$ cat src/rtl/mem_access_ctrl.sv
// ============================================================================
// Module   : mem_access_ctrl
// Purpose  : Latches one load/store request and sequences it onto a memory
//            that reacts only to rising read/write strobes; returns load data.
// Revision : 1.0 - initial release
// ============================================================================
`default_nettype none

module mem_access_ctrl #(
    parameter int ADDR_W        = 18,
    parameter int STROBE_CYCLES = 1
) (
    input  logic              clk,
    input  logic              reset,
    input  logic              req,
    input  logic              is_load,
    input  logic              is_store,
    input  logic              byte_op,
    input  logic              sign_ext,
    input  logic [ADDR_W-1:0] addr,
    input  logic [31:0]       store_data,
    output logic              busy,
    output logic              done,
    output logic              err,
    output logic [31:0]       load_data,
    output logic [ADDR_W-1:0] mem_address,
    output logic [31:0]       mem_write_data,
    output logic              mem_byte_op,
    output logic              mem_read,
    output logic              mem_write,
    input  logic [31:0]       mem_read_data
);

    localparam logic [2:0] S_IDLE    = 3'd0;
    localparam logic [2:0] S_SETUP   = 3'd1;
    localparam logic [2:0] S_STROBE  = 3'd2;
    localparam logic [2:0] S_CAPTURE = 3'd3;
    localparam logic [2:0] S_ERROR   = 3'd4;

    localparam int         CNT_W    = 4;
    localparam logic [3:0] CNT_LAST = CNT_W'(STROBE_CYCLES - 1);

    logic [2:0]        state_q, state_d;
    logic [CNT_W-1:0]  cnt_q, cnt_d;
    logic              is_load_q;
    logic              sign_ext_q;
    logic              byte_op_q;
    logic [ADDR_W-1:0] addr_q;
    logic [31:0]       wdata_q;
    logic              rd_q, wr_q;
    logic [31:0]       load_data_q;

    logic              w_illegal;
    logic              w_accept;
    logic              w_capture;

    assign w_illegal = (is_load == is_store) || (!byte_op && (addr[1:0] != 2'b00));
    assign w_accept  = (state_q == S_IDLE) && req && !w_illegal;
    assign w_capture = (state_q == S_STROBE) && (state_d == S_CAPTURE);

    // State register
    always_ff @(posedge clk or posedge reset) begin
        if (reset) begin
            state_q <= S_IDLE;
            cnt_q   <= '0;
        end else begin
            state_q <= state_d;
            cnt_q   <= cnt_d;
        end
    end

    // Next-state logic
    always_comb begin
        state_d = state_q;
        cnt_d   = cnt_q;
        case (state_q)
            S_IDLE: begin
                if (req) begin
                    state_d = w_illegal ? S_ERROR : S_SETUP;
                end
            end
            S_SETUP: begin
                state_d = S_STROBE;
                cnt_d   = '0;
            end
            S_STROBE: begin
                if (cnt_q == CNT_LAST) begin
                    state_d = S_CAPTURE;
                    cnt_d   = '0;
                end else begin
                    cnt_d = cnt_q + 1'b1;
                end
            end
            S_CAPTURE: state_d = S_IDLE;
            S_ERROR:   state_d = S_IDLE;
            default:   state_d = S_IDLE;
        endcase
    end

    // Outputs decoded from the current state
    always_comb begin
        busy = (state_q != S_IDLE);
        done = (state_q == S_CAPTURE) || (state_q == S_ERROR);
        err  = (state_q == S_ERROR);
    end

    // Request latch; rejected requests leave the memory-facing registers alone
    always_ff @(posedge clk or posedge reset) begin
        if (reset) begin
            is_load_q  <= 1'b0;
            sign_ext_q <= 1'b0;
            byte_op_q  <= 1'b0;
            addr_q     <= '0;
            wdata_q    <= '0;
        end else if (w_accept) begin
            is_load_q  <= is_load;
            sign_ext_q <= sign_ext;
            byte_op_q  <= byte_op;
            addr_q     <= addr;
            wdata_q    <= store_data;
        end
    end

    // Strobes are registered so the memory sees a single glitch-free rise
    always_ff @(posedge clk or posedge reset) begin
        if (reset) begin
            rd_q <= 1'b0;
            wr_q <= 1'b0;
        end else begin
            rd_q <= (state_d == S_STROBE) &&  is_load_q;
            wr_q <= (state_d == S_STROBE) && !is_load_q;
        end
    end

    // Read data is taken as the strobe falls so load_data is valid alongside done
    always_ff @(posedge clk or posedge reset) begin
        if (reset) begin
            load_data_q <= '0;
        end else if (w_capture && is_load_q) begin
            if (byte_op_q) begin
                load_data_q <= {{24{sign_ext_q & mem_read_data[7]}}, mem_read_data[7:0]};
            end else begin
                load_data_q <= mem_read_data;
            end
        end
    end

    assign load_data      = load_data_q;
    assign mem_address    = addr_q;
    assign mem_write_data = wdata_q;
    assign mem_byte_op    = byte_op_q;
    assign mem_read       = rd_q;
    assign mem_write      = wr_q;

endmodule

`default_nettype wire

$ cat config.mk
export PLATFORM = sky130hd
export DESIGN_NAME = mem_access_ctrl
export DESIGN_NICKNAME = d
export VERILOG_FILES = /design/src/rtl/mem_access_ctrl.sv
export SDC_FILE = /design/constraint.sdc
export NUM_CORES = 1
export LEC_CHECK = 0
export CAP_MARGIN = 20
export CORE_ASPECT_RATIO = 1.25
export CORE_MARGIN = 8
export CORE_UTILIZATION = 40
export DETAILED_ROUTE_END_ITERATION = 7
export PLACE_DENSITY = 0.84
export SLEW_MARGIN = 20
export SYNTH_ARGS = -nofsm -noshare
export SYNTH_HDL_FRONTEND = slang
export SYNTH_SLANG_ARGS = --single-unit
$ cat constraint.sdc
create_clock -name clk -period 4.8 [get_ports clk]
set_input_delay 1.44 -clock clk [delete_from_list [all_inputs] [get_ports clk]]
set_output_delay 1.44 -clock clk [all_outputs]
set_load 0.02 [all_outputs]
==> metrics.cfg, run 1 <==
[placement]
gp_congestion=0.701
place_area_um2=6010
post-place-ws_ps=1010
dp.final_hpwl_mm=8.10
place_inst=577
portBuffers=176

[logic_synthesis]
synth.top_cell.area_share_pct=56.5
syn-instance-count=284
synth_warnings=0
syn_avg_cell_area_um2=14.6
synth.net_count=375
ys_seq_elements=94
synth_area_leader_cell=dfrtp_1
synthDistinctLibCells=30
synth.top_cells.by_area=dfrtp_1 (57%), mux2_4 (19%), mux2_2 (8.9%)
synthesis.area_um2=4160
synth-seq-area-share_pct=56.5

[grt]
overflow=0
antenna_found_initial=0
grt.total_usage_pct=15.4
grt_pass1_wl_mm=16.9
grt_max_degree=56
grt_pass1_vias=3256

[layout]
syn_to_final_growth_pct=51.9
fin_area_um2=6320
fin_util_pct=62.5
nets=550
nFillCells=772
drive_gt1_share_pct=23.5
final_common_cell=clkdlybuf4s50_1
layout_common_cells=clkdlybuf4s50_1 (176), dfrtp_1 (94), mux2_4 (52)
finalNonFillerCells=592
diodes=0

[timing]
setup_violations=0
timing.final.ws_setup_ps=1400
skew_ps=5.54
fmax_ghz=0.294
timing.setup.tns_ps=0
layout_min_cycle_time_ps=3400
hold_viol=0
tightest_slew_ps=717
maxSlewHeadroom_pct=52.0
fin_crit_sh_pct=70.9
drv_slew=0
rsz0062_at_grt=no

[worst_setup_path]
cp_max_fo=31
endpoint=mem_write_data[23]$_DFFE_PP0P_
cp.arrival_ps=3620
crit_start=is_load
end_kind=flop
r2r_setup_slack_ps=2530
r2r_end=mem_write_data[23]$_DFFE_PP0P_
cp-start-kind=input pin
reg2regPathDepth=4
critPathKind=input pin to flop
r2r_start=state_q[2]$_DFF_PP0_
worstPathRequired_ps=5020

[power_and_ir_drop]
p_per_area_nw_per_um2=679
vdd_drop_max_v=0.000350
total_leakage_power_nw=2.92

[clocking]
numCtsBuffers=9
ctsResizeCount=0
cts_tree=built
cts_setup_buffers=0
clockBufferDepth=2
clk_latency_ps=330
cts.htree.levels=3
path_clk_slew_ps=60
clock-sinks=94
postCtsHoldBufs=0
root_buffer=clkbuf_16

[detailed_routing]
vias=2810
wl_per_cell_um=17.8
antenna_left=0
drt_iter0_drc=69
first_pass_iters=4
via_per_inst=4.75
drc=0
drt_wl_total_mm=10.5

[floorplanning]
num_rows=41
start_util_pct=41.2
die_y_um=130
die_area_um2=13900
coreArea_um2=10100
dieWidth_um=107
ios=177

[min_path]
min_path_type=flop to flop

[flow_run]
maxCapViolCount=0

[outcome]
status=complete, no violations

[critical path: stages]
cell and delay, ps:
clkdlybuf4s50_1 540, xor2_1 290, nand4_4 570, buf_12 430, mux2_4 320
[metal layers]
metal	up-vias	wire (µm)	global-route usage, %
met4	0	245	7.47
met2	123	5210	25.4
met3	18	1060	6.46
li1	1317	-	-
met1	1352	3990	16.9
met5	-	0	0
[flip-flops by register name (all words and copies together), names as in the netlist, 3 cells and up]
register / cells
load_data: 32
mem_write_data: 32
state_q: 3
cnt_q: 4
mem_address: 18
[synth_stat cells (all sizes together)]
cell type	number
clkbuf	4
nor3	1
o22ai	1
nor2	1
a21oi	4
and4	1
ha	2
xor2	1
nand3	6
inv	28
o21bai	2
dfrtp	94
and4b	1
nand3b	2
nand2b	1
xnor2	1
or3b	1
nand4	1
nor3b	3
nand2	4
mux2	85
o21ai	26
o21a	1
or4b	1
buf	11
a31oi	1
[kinds of logic (layout without fill, tap and decap cells)]
logic type / Yosys count / in the layout / synth area share (%)
flip-flops: 94 / 94 / 56.5
multiplexers: 85 / 85 / 27.7
buffers and inverters: 43 / 222 / 5.68
AO/OA/AOI/OAI: 35 / 35 / 4.45
AND/OR/NAND/NOR: 23 / 23 / 4.60
adder cells (fa/ha/maj): 2 / 2 / 0.601
XOR/XNOR: 2 / 2 / 0.421
[area by class of cell]
cell class	instances	area, µm²	area share, %
clock buffers	12	267	4.22
well taps	129	161	2.55
repair buffers	179	1820	28.8
multi-input cells	147	1570	24.9
flip-flops and latches	94	2350	37.2
inverters	28	108	1.70
clock inverters	3	42.5	0.673
[through the flow]
| stage | total power [W] | hold slack, ps |
|---|---|---|
| after global routing | 0.00453 | 510 |
| after CTS | 0.00436 | 507 |
| after detailed placement | 0.00361 | 493 |
| after global placement | 0.00355 | 487 |
| after floorplan | 0.00262 | 478 |
| final | 0.00429 | 503 |
[power breakdown]
part	switching (W)	total [W]	internal (W)
clock network	0.000280	0.000722	0.000442
registers	0.000240	0.00141	0.00117
logic	0.000952	0.00216	0.00121
total	0.00147	0.00429	0.00282
[worst min-delay path by stage]
stage / start / end / slack (ps) / cells past startpoint
after floorplan: cnt_q[2]$_DFFE_PP0P_ / cnt_q[2]$_DFFE_PP0P_ / 480 / 1
after global placement: load_data[5]$_DFFE_PP0P_ / load_data[5]$_DFFE_PP0P_ / 490 / 1
after detailed placement: mem_write_data[16]$_DFFE_PP0P_ / mem_write_data[16]$_DFFE_PP0P_ / 490 / 1
after CTS: mem_address[14]$_DFFE_PP0P_ / mem_address[14]$_DFFE_PP0P_ / 510 / 1
after global routing: load_data[31]$_DFFE_PP0P_ / load_data[31]$_DFFE_PP0P_ / 510 / 1
final: load_data[31]$_DFFE_PP0P_ / load_data[31]$_DFFE_PP0P_ / 500 / 1
Note: power is estimated with default switching activity, not from simulation.
==> run 2, diff against run 1 <==
- CORE_UTILIZATION: 40 -> 39
- PLACE_DENSITY: 0.84 -> 0.85
- clock period: 4.8 -> 2.8 ns (I/O delays scaled with it)
==> run 2 against run 1 <==
Effect of this change:
- power rose by 71%
- clock power grew 66%
- final cell count increased by 1.5%
- register-to-register slack worse by 1900 ps
- utilization down 2.1 points
- worst hold slack better by 2.3 ps
- setup slack got worse by 1300 ps
- combinational power grew 72%
- global-route usage grew 0.086 points
- count of clock-buffer cells in the layout rose by 1
- via count is 1.5% higher
- critical endpoint is now done
- largest cell class unchanged
==> metrics.cfg, run 2 (same netlist as run 1, synthesis figures left out) <==
[timing]
skew_ps=9.46  ; was 5.54 ps
hold_viol=0  ; unchanged
maxSlewHeadroom_pct=54.3  ; was 52.0%
tightest_slew_ps=684  ; was 717 ps
timing.setup.tns_ps=0  ; unchanged
setup_violations=0  ; unchanged
drv_slew=0  ; unchanged
fin_crit_sh_pct=95.5
fmax_ghz=0.374
whs_ps=506  ; was 503 ps
layout_min_cycle_time_ps=2670
rsz0062_at_grt=no  ; unchanged

[grt]
overflow=0  ; unchanged
grt.total_usage_pct=15.5  ; was 15.4%
grt_use_met1_pct=17.5  ; was 16.9%
use_met3_pct=5.82  ; was 6.46%
grt.busiest_layer=met2  ; unchanged
grt_max_degree=34  ; was 56
met2_usage_pct=26.2  ; was 25.4%
antenna_found_initial=0  ; unchanged
grt_pass1_wl_mm=17.6  ; was 16.9 mm
grt_pass1_vias=3358  ; was 3256

[layout]
syn_to_final_growth_pct=52.7  ; was 51.9%
layout_common_cells=clkdlybuf4s50_1 (176), dfrtp_1 (92), mux2_4 (52)  ; was clkdlybuf4s50_1 (176), dfrtp_1 (94), mux2_4 (52)
nets=555  ; was 550
final_common_cell=clkdlybuf4s50_1  ; unchanged
drive_gt1_share_pct=24.3  ; was 23.5%
nFillCells=820  ; was 772
diodes=0  ; unchanged

[power_and_ir_drop]
combPwrFrac_pct=50.5  ; was 50.3%
total_leakage_power_nw=2.93  ; was 2.92 nW
p_sw_share_pct=34.6  ; was 34.3%
vdd_drop_max_v=0.000560  ; was 0.000350 V
clkPwrFrac_pct=16.3  ; was 16.8%
power.internal_w=0.00481  ; was 0.00282 W
pwr-share-seq_pct=33.2  ; was 32.9%
power_switching_w=0.00254  ; was 0.00147 W
p_per_area_nw_per_um2=1160  ; was 679 nW/µm²

[clocking]
path_clk_slew_ps=60  ; about the same
root_buffer=clkbuf_16  ; unchanged
clockBufferDepth=2  ; unchanged
cts.htree.levels=3  ; unchanged
postCtsHoldBufs=0  ; unchanged
clk_latency_ps=330  ; about the same
numCtsBuffers=9  ; unchanged
cts_setup_buffers=0  ; unchanged
cts_tree=built  ; unchanged
clock-sinks=94  ; unchanged

[detailed_routing]
drc=0  ; unchanged
via_per_inst=4.75  ; about the same
first_pass_iters=4  ; unchanged
drt_wl_total_mm=10.9  ; was 10.5 mm
wl_per_cell_um=18.1  ; was 17.8 µm
antenna_left=0  ; unchanged
vias=2853  ; was 2810
drt_iter0_drc=88  ; was 69

[floorplanning]
ios=177  ; unchanged
dieWidth_um=108  ; was 107 µm
die_y_um=131  ; was 130 µm
coreArea_um2=10500  ; was 10100 µm²
die_area_um2=14200  ; was 13900 µm²
start_util_pct=39.6  ; was 41.2%
num_rows=42  ; was 41

[worst_setup_path]
critPathKind=flop to primary output  ; was input pin to flop
cp_top_family=buffers and inverters  ; unchanged
cp_cell_sequence=nor3b_1, o21bai_1, clkdlybuf4s50_1  ; was clkdlybuf4s50_1, xor2_1, nand4_4, buf_12, mux2_4
end_kind=primary output  ; was flop
crit_slowest_cell=clkdlybuf4s50_1  ; was nand4_4
cp_max_fo=9  ; was 31
cp.arrival_ps=1830  ; was 3620 ps
cp-start-kind=flop  ; was input pin
max_stage_delay_ps=620  ; was 570 ps
path_buf_inv=1  ; was 2
worstPathRequired_ps=1960  ; was 5020 ps

[placement]
dp.final_hpwl_mm=8.58  ; was 8.10 mm
portBuffers=176  ; unchanged
gp_congestion=0.749  ; was 0.701

[outcome]
status=complete, no violations  ; unchanged

[flow_run]
maxCapViolCount=0  ; unchanged

[min_path]
min_path_type=flop to flop  ; unchanged

## run 2: cell types whose count changed in the layout (fill, tap and decap cells not counted)
cell,previous run,this run
buf_4,1,5
clkbuf_1,0,3
buf_12,1,3
clkbuf_8,3,1
dfrtp_1,94,92
dfrtp_2,0,2
buf_16,1,0
clkinv_4,0,1
inv_4,1,0
## run 2: final timing paths
check / from / end / slack (ps) / cells past startpoint
hold / removal: load_data[17]$_DFFE_PP0P_ / load_data[17]$_DFFE_PP0P_ / 510 / 1
max in group asynchronous: reset / state_q[1]$_DFF_PP0_ / 1230 / 3
hold reg to reg: load_data[17]$_DFFE_PP0P_ / load_data[17]$_DFFE_PP0P_ / 510 / 1
setup reg to reg: cnt_q[1]$_DFFE_PP0P_ / load_data[27]$_DFFE_PP0P_ / 620 / 5
setup / recovery: state_q[0]$_DFF_PP0_ / done / 130 / 3
min in group asynchronous: reset / load_data[4]$_DFFE_PP0P_ / 970 / 2
## run 2: final cells by class
| class | count | area [µm²] | area share, % |
|---|---|---|---|
| clock buffers | 13 | 250 | 3.94 |
| clock inverters | 3 | 43.8 | 0.689 |
| inverters | 28 | 109 | 1.71 |
| multi-input cells | 147 | 1570 | 24.7 |
| flip-flops and latches | 94 | 2350 | 37.1 |
| well taps | 132 | 165 | 2.60 |
| repair buffers | 184 | 1860 | 29.3 |
## run 2: what timing repair did
item,4_1_cts,5_1_grt
hold endpoints to repair,0,0
resized for setup,0,2
endpoints found under the setup margin,0,1
## run 2: metrics by stage
stage	cells	cell area, µm²	utilization (%)	setup WS (ps)	total power [W]
after floorplan	284	4160	-	547	0.00448
final	601	6350	60.5	127	0.00735
after CTS	601	6350	60.4	32.4	0.00744
after detailed placement	585	6060	57.6	97.9	0.00621
after global routing	601	6350	60.5	36.2	0.00773
after global placement	585	6060	57.6	126	0.00611
## run 2: layer usage
| metal | share of wire [%] | up-vias | routed length [µm] |
|---|---|---|---|
| met5 | 0 | - | 0 |
| met3 | 9.4 | 12 | 1020 |
| met4 | 1.4 | 0 | 152 |
| met1 | 38 | 1391 | 4180 |
| li1 | - | 1327 | - |
| met2 | 51 | 123 | 5520 |
## run 2: power groups by stage
stage               sequential, W  clock, W  combinational, W
detailed placement        0.00244         0           0.00377
global placement          0.00242         0           0.00369
finish                    0.00244   0.00120           0.00371
global route              0.00253   0.00128           0.00392
floorplan                 0.00311         0           0.00137
CTS                       0.00244   0.00123           0.00377
